File: src/rtl/iamp_trim_pkg.sv
// Shared types and sizing helpers for the OTA bias-current SAR trim controller.
package iamp_trim_pkg;

  typedef enum logic [2:0] {
    IDLE   = 3'd0,
    TRIAL  = 3'd1,
    SETTLE = 3'd2,
    SAMPLE = 3'd3,
    DECIDE = 3'd4,
    FINISH = 3'd5
  } trim_state_e;

  function automatic bit nvote_ok(input int n);
    return (n >= 1) && ((n % 2) == 1);
  endfunction

  // Bits needed to hold any value in 0..max_val (never less than one).
  function automatic int cnt_width(input int max_val);
    return (max_val < 1) ? 1 : $clog2(max_val + 1);
  endfunction

endpackage

File: src/rtl/trim_majority_vote.sv
// Counts comparator ones over one vote window; maj reports a strict majority.
module trim_majority_vote
  import iamp_trim_pkg::*;
#(
  parameter int NVOTE = 3
) (
  input  logic clk,
  input  logic rstn,
  input  logic clr,
  input  logic en,
  input  logic cmp,
  output logic maj
);

  localparam int VW = cnt_width(NVOTE);

  logic [VW-1:0] r_ones;

  // cmp is gated by en first so an unknown comparator outside the window is ignored.
  always_ff @(posedge clk or negedge rstn) begin
    if (!rstn) begin
      r_ones <= '0;
    end else if (clr) begin
      r_ones <= '0;
    end else if (en && cmp) begin
      r_ones <= r_ones + VW'(1);
    end
  end

  assign maj = (r_ones > VW'(NVOTE / 2));

endmodule

File: src/rtl/iamp_bias_trim_ctrl.sv
// SAR foreground calibration of the OTA bias DAC code using a voted comparator.
//  state  | meaning
//  IDLE   | waiting for start; code_out holds last committed code
//  TRIAL  | raise trial bit k, clear the vote counter
//  SETTLE | wait SETTLE_CYC cycles for the amplifier to settle
//  SAMPLE | take NVOTE comparator samples
//  DECIDE | keep or drop bit k, step to next bit or finish
//  FINISH | done pulse visible, code_valid set, busy low
module iamp_bias_trim_ctrl
  import iamp_trim_pkg::*;
#(
  parameter int NBIT       = 6,
  parameter int SETTLE_CYC = 16,
  parameter int NVOTE      = 3
) (
  input  logic            clk,
  input  logic            rstn,
  input  logic            start,
  input  logic            cmp,
  output logic [NBIT-1:0] code_out,
  output logic            dac_en,
  output logic            busy,
  output logic            done,
  output logic            code_valid
);

  localparam int TMR_MAX = ((SETTLE_CYC > NVOTE) ? SETTLE_CYC : NVOTE) - 1;
  localparam int TMR_W   = cnt_width(TMR_MAX);
  localparam int K_W     = cnt_width(NBIT - 1);

  localparam logic [TMR_W-1:0] SETTLE_LD = TMR_W'(SETTLE_CYC - 1);
  localparam logic [TMR_W-1:0] VOTE_LD   = TMR_W'(NVOTE - 1);
  localparam logic [K_W-1:0]   K_TOP     = K_W'(NBIT - 1);

  if (!nvote_ok(NVOTE) || (SETTLE_CYC < 1)) begin : g_param_chk
    $error("iamp_bias_trim_ctrl: NVOTE must be odd and >= 1, SETTLE_CYC >= 1");
  end

  trim_state_e     r_state;
  trim_state_e     w_state_nxt;
  logic [TMR_W-1:0] r_tmr;
  logic [K_W-1:0]   r_k;
  logic            w_maj;
  logic            w_vote_clr;
  logic            w_vote_en;

  assign w_vote_clr = (r_state == TRIAL);
  assign w_vote_en  = (r_state == SAMPLE);

  trim_majority_vote #(
    .NVOTE (NVOTE)
  ) u_vote (
    .clk  (clk),
    .rstn (rstn),
    .clr  (w_vote_clr),
    .en   (w_vote_en),
    .cmp  (cmp),
    .maj  (w_maj)
  );

  always_ff @(posedge clk or negedge rstn) begin
    if (!rstn) begin
      r_state <= IDLE;
    end else begin
      r_state <= w_state_nxt;
    end
  end

  always_comb begin
    w_state_nxt = r_state;
    case (r_state)
      IDLE:    if (start) w_state_nxt = TRIAL;
      TRIAL:   w_state_nxt = SETTLE;
      SETTLE:  if (r_tmr == '0) w_state_nxt = SAMPLE;
      SAMPLE:  if (r_tmr == '0) w_state_nxt = DECIDE;
      DECIDE:  w_state_nxt = (r_k == '0) ? FINISH : TRIAL;
      FINISH:  w_state_nxt = IDLE;
      default: w_state_nxt = IDLE;
    endcase
  end

  // Outputs update on the edge entering FINISH so done/code_valid are registered.
  always_ff @(posedge clk or negedge rstn) begin
    if (!rstn) begin
      code_out   <= '0;
      dac_en     <= 1'b0;
      busy       <= 1'b0;
      done       <= 1'b0;
      code_valid <= 1'b0;
      r_k        <= K_TOP;
      r_tmr      <= '0;
    end else begin
      done <= (r_state == DECIDE) && (r_k == '0);
      case (r_state)
        IDLE: begin
          if (start) begin
            busy       <= 1'b1;
            dac_en     <= 1'b1;
            code_valid <= 1'b0;
            code_out   <= {1'b1, {(NBIT-1){1'b0}}};
            r_k        <= K_TOP;
          end
        end
        TRIAL: begin
          code_out[r_k] <= 1'b1;
          r_tmr         <= SETTLE_LD;
        end
        SETTLE: begin
          r_tmr <= (r_tmr == '0) ? VOTE_LD : r_tmr - TMR_W'(1);
        end
        SAMPLE: begin
          if (r_tmr != '0) r_tmr <= r_tmr - TMR_W'(1);
        end
        DECIDE: begin
          code_out[r_k] <= w_maj;
          if (r_k == '0) begin
            busy       <= 1'b0;
            code_valid <= 1'b1;
          end else begin
            r_k <= r_k - K_W'(1);
          end
        end
        default: ;
      endcase
    end
  end

endmodule

File: config.mk
export PLATFORM = sky130hd
export DESIGN_NAME = iamp_bias_trim_ctrl
export DESIGN_NICKNAME = d
export VERILOG_FILES = /design/src/rtl/iamp_trim_pkg.sv /design/src/rtl/trim_majority_vote.sv /design/src/rtl/iamp_bias_trim_ctrl.sv
export SDC_FILE = /design/constraint.sdc
export NUM_CORES = 1
export LEC_CHECK = 0
export CAP_MARGIN = 10
export CORE_MARGIN = 3
export CORE_UTILIZATION = 40
export DETAILED_ROUTE_END_ITERATION = 6
export PLACE_DENSITY = 0.63
export SETUP_SLACK_MARGIN = 0.1
export SYNTH_ARGS = -nofsm -noshare
export SYNTH_HDL_FRONTEND = slang
export SYNTH_SLANG_ARGS = --single-unit
File: constraint.sdc
create_clock -name clk -period 1.7 [get_ports clk]
set_clock_uncertainty 0.2 [all_clocks]
set_input_delay 0.34 -clock clk [delete_from_list [all_inputs] [get_ports clk]]
set_output_delay 0.34 -clock clk [all_outputs]
set_load 0.02 [all_outputs]
After elaboration in Yosys (flattened, before gate mapping)

Index checks and enable logic that the tools add are counted.

Logic and storage cells: 67
Bits in registers: 22
Output and inout bits: 10

Equality and inequality tests: 10
Add/subtract/negate cells: 3
Bitwise operators: 1
Mux-type cells: 24
Magnitude comparators: 3
Reduce and logical (&&, ||, !) cells: 17

Operator list:

| cell                                                | count |
|---|---|
| two-way mux 3 bit                                   | 6 |
| case mux 6 bit (3 select lines)                     | 1 |
| case mux 3 bit (5 select lines)                     | 1 |
| != test 2 bit (second input constant)               | 6 |
| case mux 4 bit (3 select lines)                     | 1 |
| AND reduction 3 bit                                 | 3 |
| two-way mux 4 bit                                   | 2 |
| bitwise mux 6 bit                                   | 1 |
| == test 3 x 2 -> 1 bit (second input constant)      | 2 |
| zero test 3 bit                                     | 2 |
| two-way mux 6 bit                                   | 1 |
| OR 6 bit                                            | 1 |
| case mux 3 bit (2 select lines)                     | 1 |
| AND reduction 2 bit                                 | 3 |
| nonzero test 3 bit                                  | 2 |
| two-way mux 1 bit                                   | 5 |
| zero test 4 bit                                     | 1 |
| < comparator 3 x 4 -> 1 bit (second input constant) | 1 |
| two-way mux 2 bit                                   | 2 |
| case mux 1 bit (2 select lines)                     | 2 |
| nonzero test 2 bit                                  | 2 |
| nonzero test 4 bit                                  | 1 |
| subtractor 4 x 1 -> 4 bit (second input constant)   | 1 |
| demux 1 bit (select 3 bit)                          | 1 |
| 7 further kinds                                     | 9 |

Logic depth before layout (Yosys ltp)

Word-level depth: 6
Mapped depth: 7
Depth with buffers taken out: 6

Cells and area by module

Synthesis repeated with hierarchy kept, for this count alone.

Cell total of the unflattened synthesis: 127
Area, all modules: 1178.6 um2

Modules (own cells, without submodules):

| module              | sequential area each (um2) | cells an instance | area each (um2) | times used |
|---|---|---|---|---|
| iamp_bias_trim_ctrl | 503.0                      | 117               | 1072.3          | 1 |
| trim_majority_vote  | 50.0                       | 10                | 106.4           | 1 |

Worst setup path before layout

No wires, ideal clock.

Kind: reg-to-reg
From: reg r_k[0]
To: reg r_k[1]
Required time: 1.434 ns
Arrival time: 1.392 ns
Cell stages (with the launch flop): 8
Setup slack: 0.042 ns
Library setup time: 0.066 ns
Period minus slack after synthesis: 1.658 ns
Cells stage by stage: dfstp_2 > buf_2 > inv_1 > ha_1 > nand2b_1 > nand2_1 > o22ai_1 > a22o_1

Longest elaborated chain between the ends: 3
Elaborated cells between the ends (all ways): 6

RTL lines:

| what                                                                          | RTL line                                               | text |
|---|---|---|
| start: declaration                                                            | iamp_bias_trim_ctrl.sv:42                              | `logic [K_W-1:0] r_k;` |
| start signal: assignment                                                      | iamp_bias_trim_ctrl.sv:120                             | `r_k <= r_k - K_W'(1);` |
| subtractor 3 x 1 -> 3 bit / zero test 3 bit (equally long branches)           | iamp_bias_trim_ctrl.sv:120, iamp_bias_trim_ctrl.sv:116 |  |
| two-way mux 3 bit / != test 2 bit (equally long branches)                     | --                                                     |  |
| case mux 3 bit (2 select lines) / AND reduction 3 bit (equally long branches) | --                                                     |  |

Parallel ways exist; a longest one is shown, timed or not. The select of a mux whose other input is x is not followed.
A chain may end at the register's enable or synchronous reset.

Final worst setup path

From: reg r_tmr[0]
To: reg r_tmr[1]

Longest elaborated chain between the ends: 3
Elaborated cells between the ends (all ways): 8

RTL lines:

| what                                                                          | RTL line                                               | text |
|---|---|---|
| start: declaration                                                            | iamp_bias_trim_ctrl.sv:41                              | `logic [TMR_W-1:0] r_tmr;` |
| start signal: assignment                                                      | iamp_bias_trim_ctrl.sv:109                             | `r_tmr <= (r_tmr == '0) ? VOTE_LD : r_tmr - TMR_W'(1);` |
| start signal: assignment                                                      | iamp_bias_trim_ctrl.sv:112                             | `if (r_tmr != '0) r_tmr <= r_tmr - TMR_W'(1);` |
| subtractor 4 x 1 -> 4 bit (tied with other cells)                             | iamp_bias_trim_ctrl.sv:109, iamp_bias_trim_ctrl.sv:112 |  |
| two-way mux 4 bit (tied with other cells)                                     | iamp_bias_trim_ctrl.sv:112                             |  |
| case mux 4 bit (3 select lines) / AND reduction 2 bit (equally long branches) | --                                                     |  |

Parallel ways exist; a longest one is shown, timed or not. The select of a mux whose other input is x is not followed.

==> results.md <==
- Sort of element at the end of the critical path: register
- Antenna-violating nets left: 0
- Yosys cell types: 43
- Number of nets in the synthesized netlist: 125
- Clock tree from TritonCTS: yes
- Number of storage elements in the synthesis netlist: 22
- Biggest cell delay along the critical path: 410 ps
- Overall die height: 60.31 um
- Startpoint kind of the worst setup timing path: register
- Slew Viols, Final: 0
- Top flip-flop cell by instance count after synthesis: dfrtp_1
- Crit share post-route: 92.96%
- Setup repair after global routing missed its margin: true
- Final Hold Viols: 0
- Final setup margin: 119.6 ps
- Overall fraction of global-route tracks in use: 16.25%
- Met2 wire len: 1276 um
- Average detailed-routed wire length per instance: 15.19 um
- Via-per-instance ratio: 5.611
- Count of pins on the block boundary: 14
- Synthesized area divided by synthesized cell count: 10.17 um^2
- Number of cells produced by synthesis: 116
- Multi-input combinational cell area: 654.4 um^2
- Required time at the worst-slack endpoint: 1720 ps
- Reg-to-Reg Start: r_tmr[0]$_DFFE_PN0P_
- Relative max-transition margin: 78.72%
- Netlist Area Pre-Place: 1180 um^2
- Initial Utilization: 42.42%
- Final global-route overflow total: 0
- Run status: finished clean
- Share of synthesized area occupied by flip-flops and latches: 46.87%
- Leak pwr: 0.6703 nW
- Weighted congestion reported at the end of routability-driven placement: 0.7896
- Depth of the worst register-to-register path: 6
- Post-DP Area: 1383 um^2
- Quantity of I/O buffers inserted on ports: 13
- Summed negative setup slack over all endpoints: 0 ps
- Routed wire length: 2658 um
- Most common library cell in the layout ignoring fill and taps: dfrtp_1
- Library cell with the largest summed area after synthesis: dfrtp_1
- Area used by sequential logic in the layout: 555.5 um^2
- Synthesis Warnings: 0
- Number of buffers inserted during clock tree synthesis: 3
- Worst path cell trace: inv_1 > ha_4 > nor3b_4 > nand2_1 > o32ai_2 > a21oi_1
- Number of diodes: 0
- Post-route core utilization: 57.00%
- Maximum number of pins on one net before global-route repair: 23
- Clock root buffer: clkbuf_4
- Number of iterations in the first detailed-routing pass: 4
- Kind of path behind the tightest hold check: primary input to asynchronous set/reset pin
- Maximum clock insertion buffer count: 2
- Final setup fails: 0
- Row count: 19
- Final net count: 154
- IR drop worst, VDD: 607.2 uV
- Detailed-routing wirelength on met1: 1250 um
- Total die area: 3637 um^2
- Min cycle time layout: 1580 ps
- Number of flops mapped to enable cells by yosys: 0
- Power per cell area: 1053 nW/um^2
- Crit Path Class: register to register
- Synth top area share: 42.42%
- Share of cells above drive strength 1: 35.42%
- Final instance area: 1585 um^2
- Crit path max fanout: 5
- Total power of the final layout: 1.670 mW
- CTS clk-pin slew, worst paths: 140 ps
- R2R setup slack: 120 ps
- Detailed router's first-iteration violation count: 40
- Fillers: 245
- Via count: 982
- Non-filler instance count after layout: 175
- Data arrival at the endpoint of the critical path: 1600 ps
- Routed met3 length: 97 um
- Placeable core region: 2781 um^2
- Number of buffers inserted for hold repair after clock tree synthesis: 0
- Worst skew pair latency: 320 ps
- Detail Placement HPWL: 1861 um
- Number of antenna violations at the first check in global routing: 0
- MaxCap Viol Count: 0
- Slew at the pin with the worst max-slew slack: 316.8 ps
- H-Tree Depth: 1
- Wire length of the first global-routing pass: 4422 um
- Clk sink count: 22
- Cells taking the most area after synthesis: dfrtp_1 42%, ha_1 5.3%, dfstp_2 4.5%
- Area added between synthesis and finish: 34.36%
- Horizontal extent of the die: 60.31 um
- Highest-count cells in the layout ignoring fill and taps: 18 x dfrtp_1, 17 x buf_4, 8 x clkdlybuf4s15_1
- Final worst hold slack: 138.5 ps
- Number of global-route vias before repair: 950
- Placed Cells: 164
- Share of synthesized flip-flops with an asynchronous set or reset: 100.0%
- Highest Clock Rate: 632.8 MHz
- Pre-CTS setup slack: -327.2 ps
- Cell at the slowest stage of the critical path: dfrtp_1
- R2r endpoint: r_tmr[1]$_DFFE_PN0P_
- DRC violation count after routing: 0
- Highest metal used: met4
kinds of logic after synthesis:
kind of cell,after synthesis,synth area share (%)
AND/OR/NAND/NOR,33,16.33
multiplexers,1,0.8484
buffers and inverters,15,6.362
adder cells (fa/ha/maj),5,5.302
AO/OA/AOI/OAI,39,23.54
flip-flops,22,46.87
XOR/XNOR,1,0.7424
cell type report:
class | instances | share of cell area [%]
repair buffers | 30 | 15.79
inverters | 9 | 2.131
clock buffers | 3 | 1.421
well taps | 31 | 2.447
flip-flops and latches | 22 | 35.04
multi-input cells | 79 | 41.28
clock inverters | 1 | 1.894
flip-flops by register name, summed over array words and instances, names as in the netlist:
register       cells
busy               1
code_out           6
code_valid         1
dac_en             1
done               1
r_k                3
r_state            3
r_tmr              4
u_vote.r_ones      2
cells in the mapped netlist (2+ instances only):
cell type and number:
a311oi_1 2, a211oi_1 3, nor2b_1 2, o22ai_1 2, o31ai_1 2, a31oi_1 3, buf_2 3, buf_6 2
a22o_1 3, nor2_2 2, nor3_1 4, nand2b_1 3, ha_1 5, a21oi_1 6, nand2_1 7, o21ai_0 8
dfstp_2 2, nor2_1 5, dfrtp_1 20, inv_1 9
timing repair:
action                     CTS  global route
gates resized for setup     23            26
setup endpoints to repair   24            26
pin swaps                    5             7
buffers inserted             2             5
how the worst max path moves through the flow:
| stage | start | end |
|---|---|---|
| 2_1_floorplan | r_tmr[0]$_DFFE_PN0P_ | r_tmr[2]$_DFFE_PN0P_ |
| 3_3_place_gp | start | code_out[1]$_DFFE_PN0P_ |
| 3_5_place_dp | start | code_out[4]$_DFFE_PN0P_ |
| 4_1_cts | code_out[4]$_DFFE_PN0P_ | code_out[4] |
| 5_1_grt | r_tmr[0]$_DFFE_PN0P_ | r_tmr[3]$_DFFE_PN0P_ |
| 6_report | r_tmr[0]$_DFFE_PN0P_ | r_tmr[1]$_DFFE_PN0P_ |
report_power, final:
part           switching [mW]  internal, mW
sequential             0.0947         0.606
clock                   0.181         0.239
combinational           0.268         0.281
total                   0.544          1.13
layer usage:
metal | vias up | track usage (%)
li1 | 478 | -
met1 | 481 | 21.76
met2 | 19 | 26.54
met3 | 4 | 2.592
met4 | 0 | 5.696
met5 | - | 0
worst max-delay path, delay by kind of cell, from the launching register on:
family,cells,cell delay [ps]
flip-flops,1,410
AO/OA/AOI/OAI,2,200
adder cells (fa/ha/maj),1,150
AND/OR/NAND/NOR,2,400
buffers and inverters,1,120
Power figures use the tool's default switching activity.
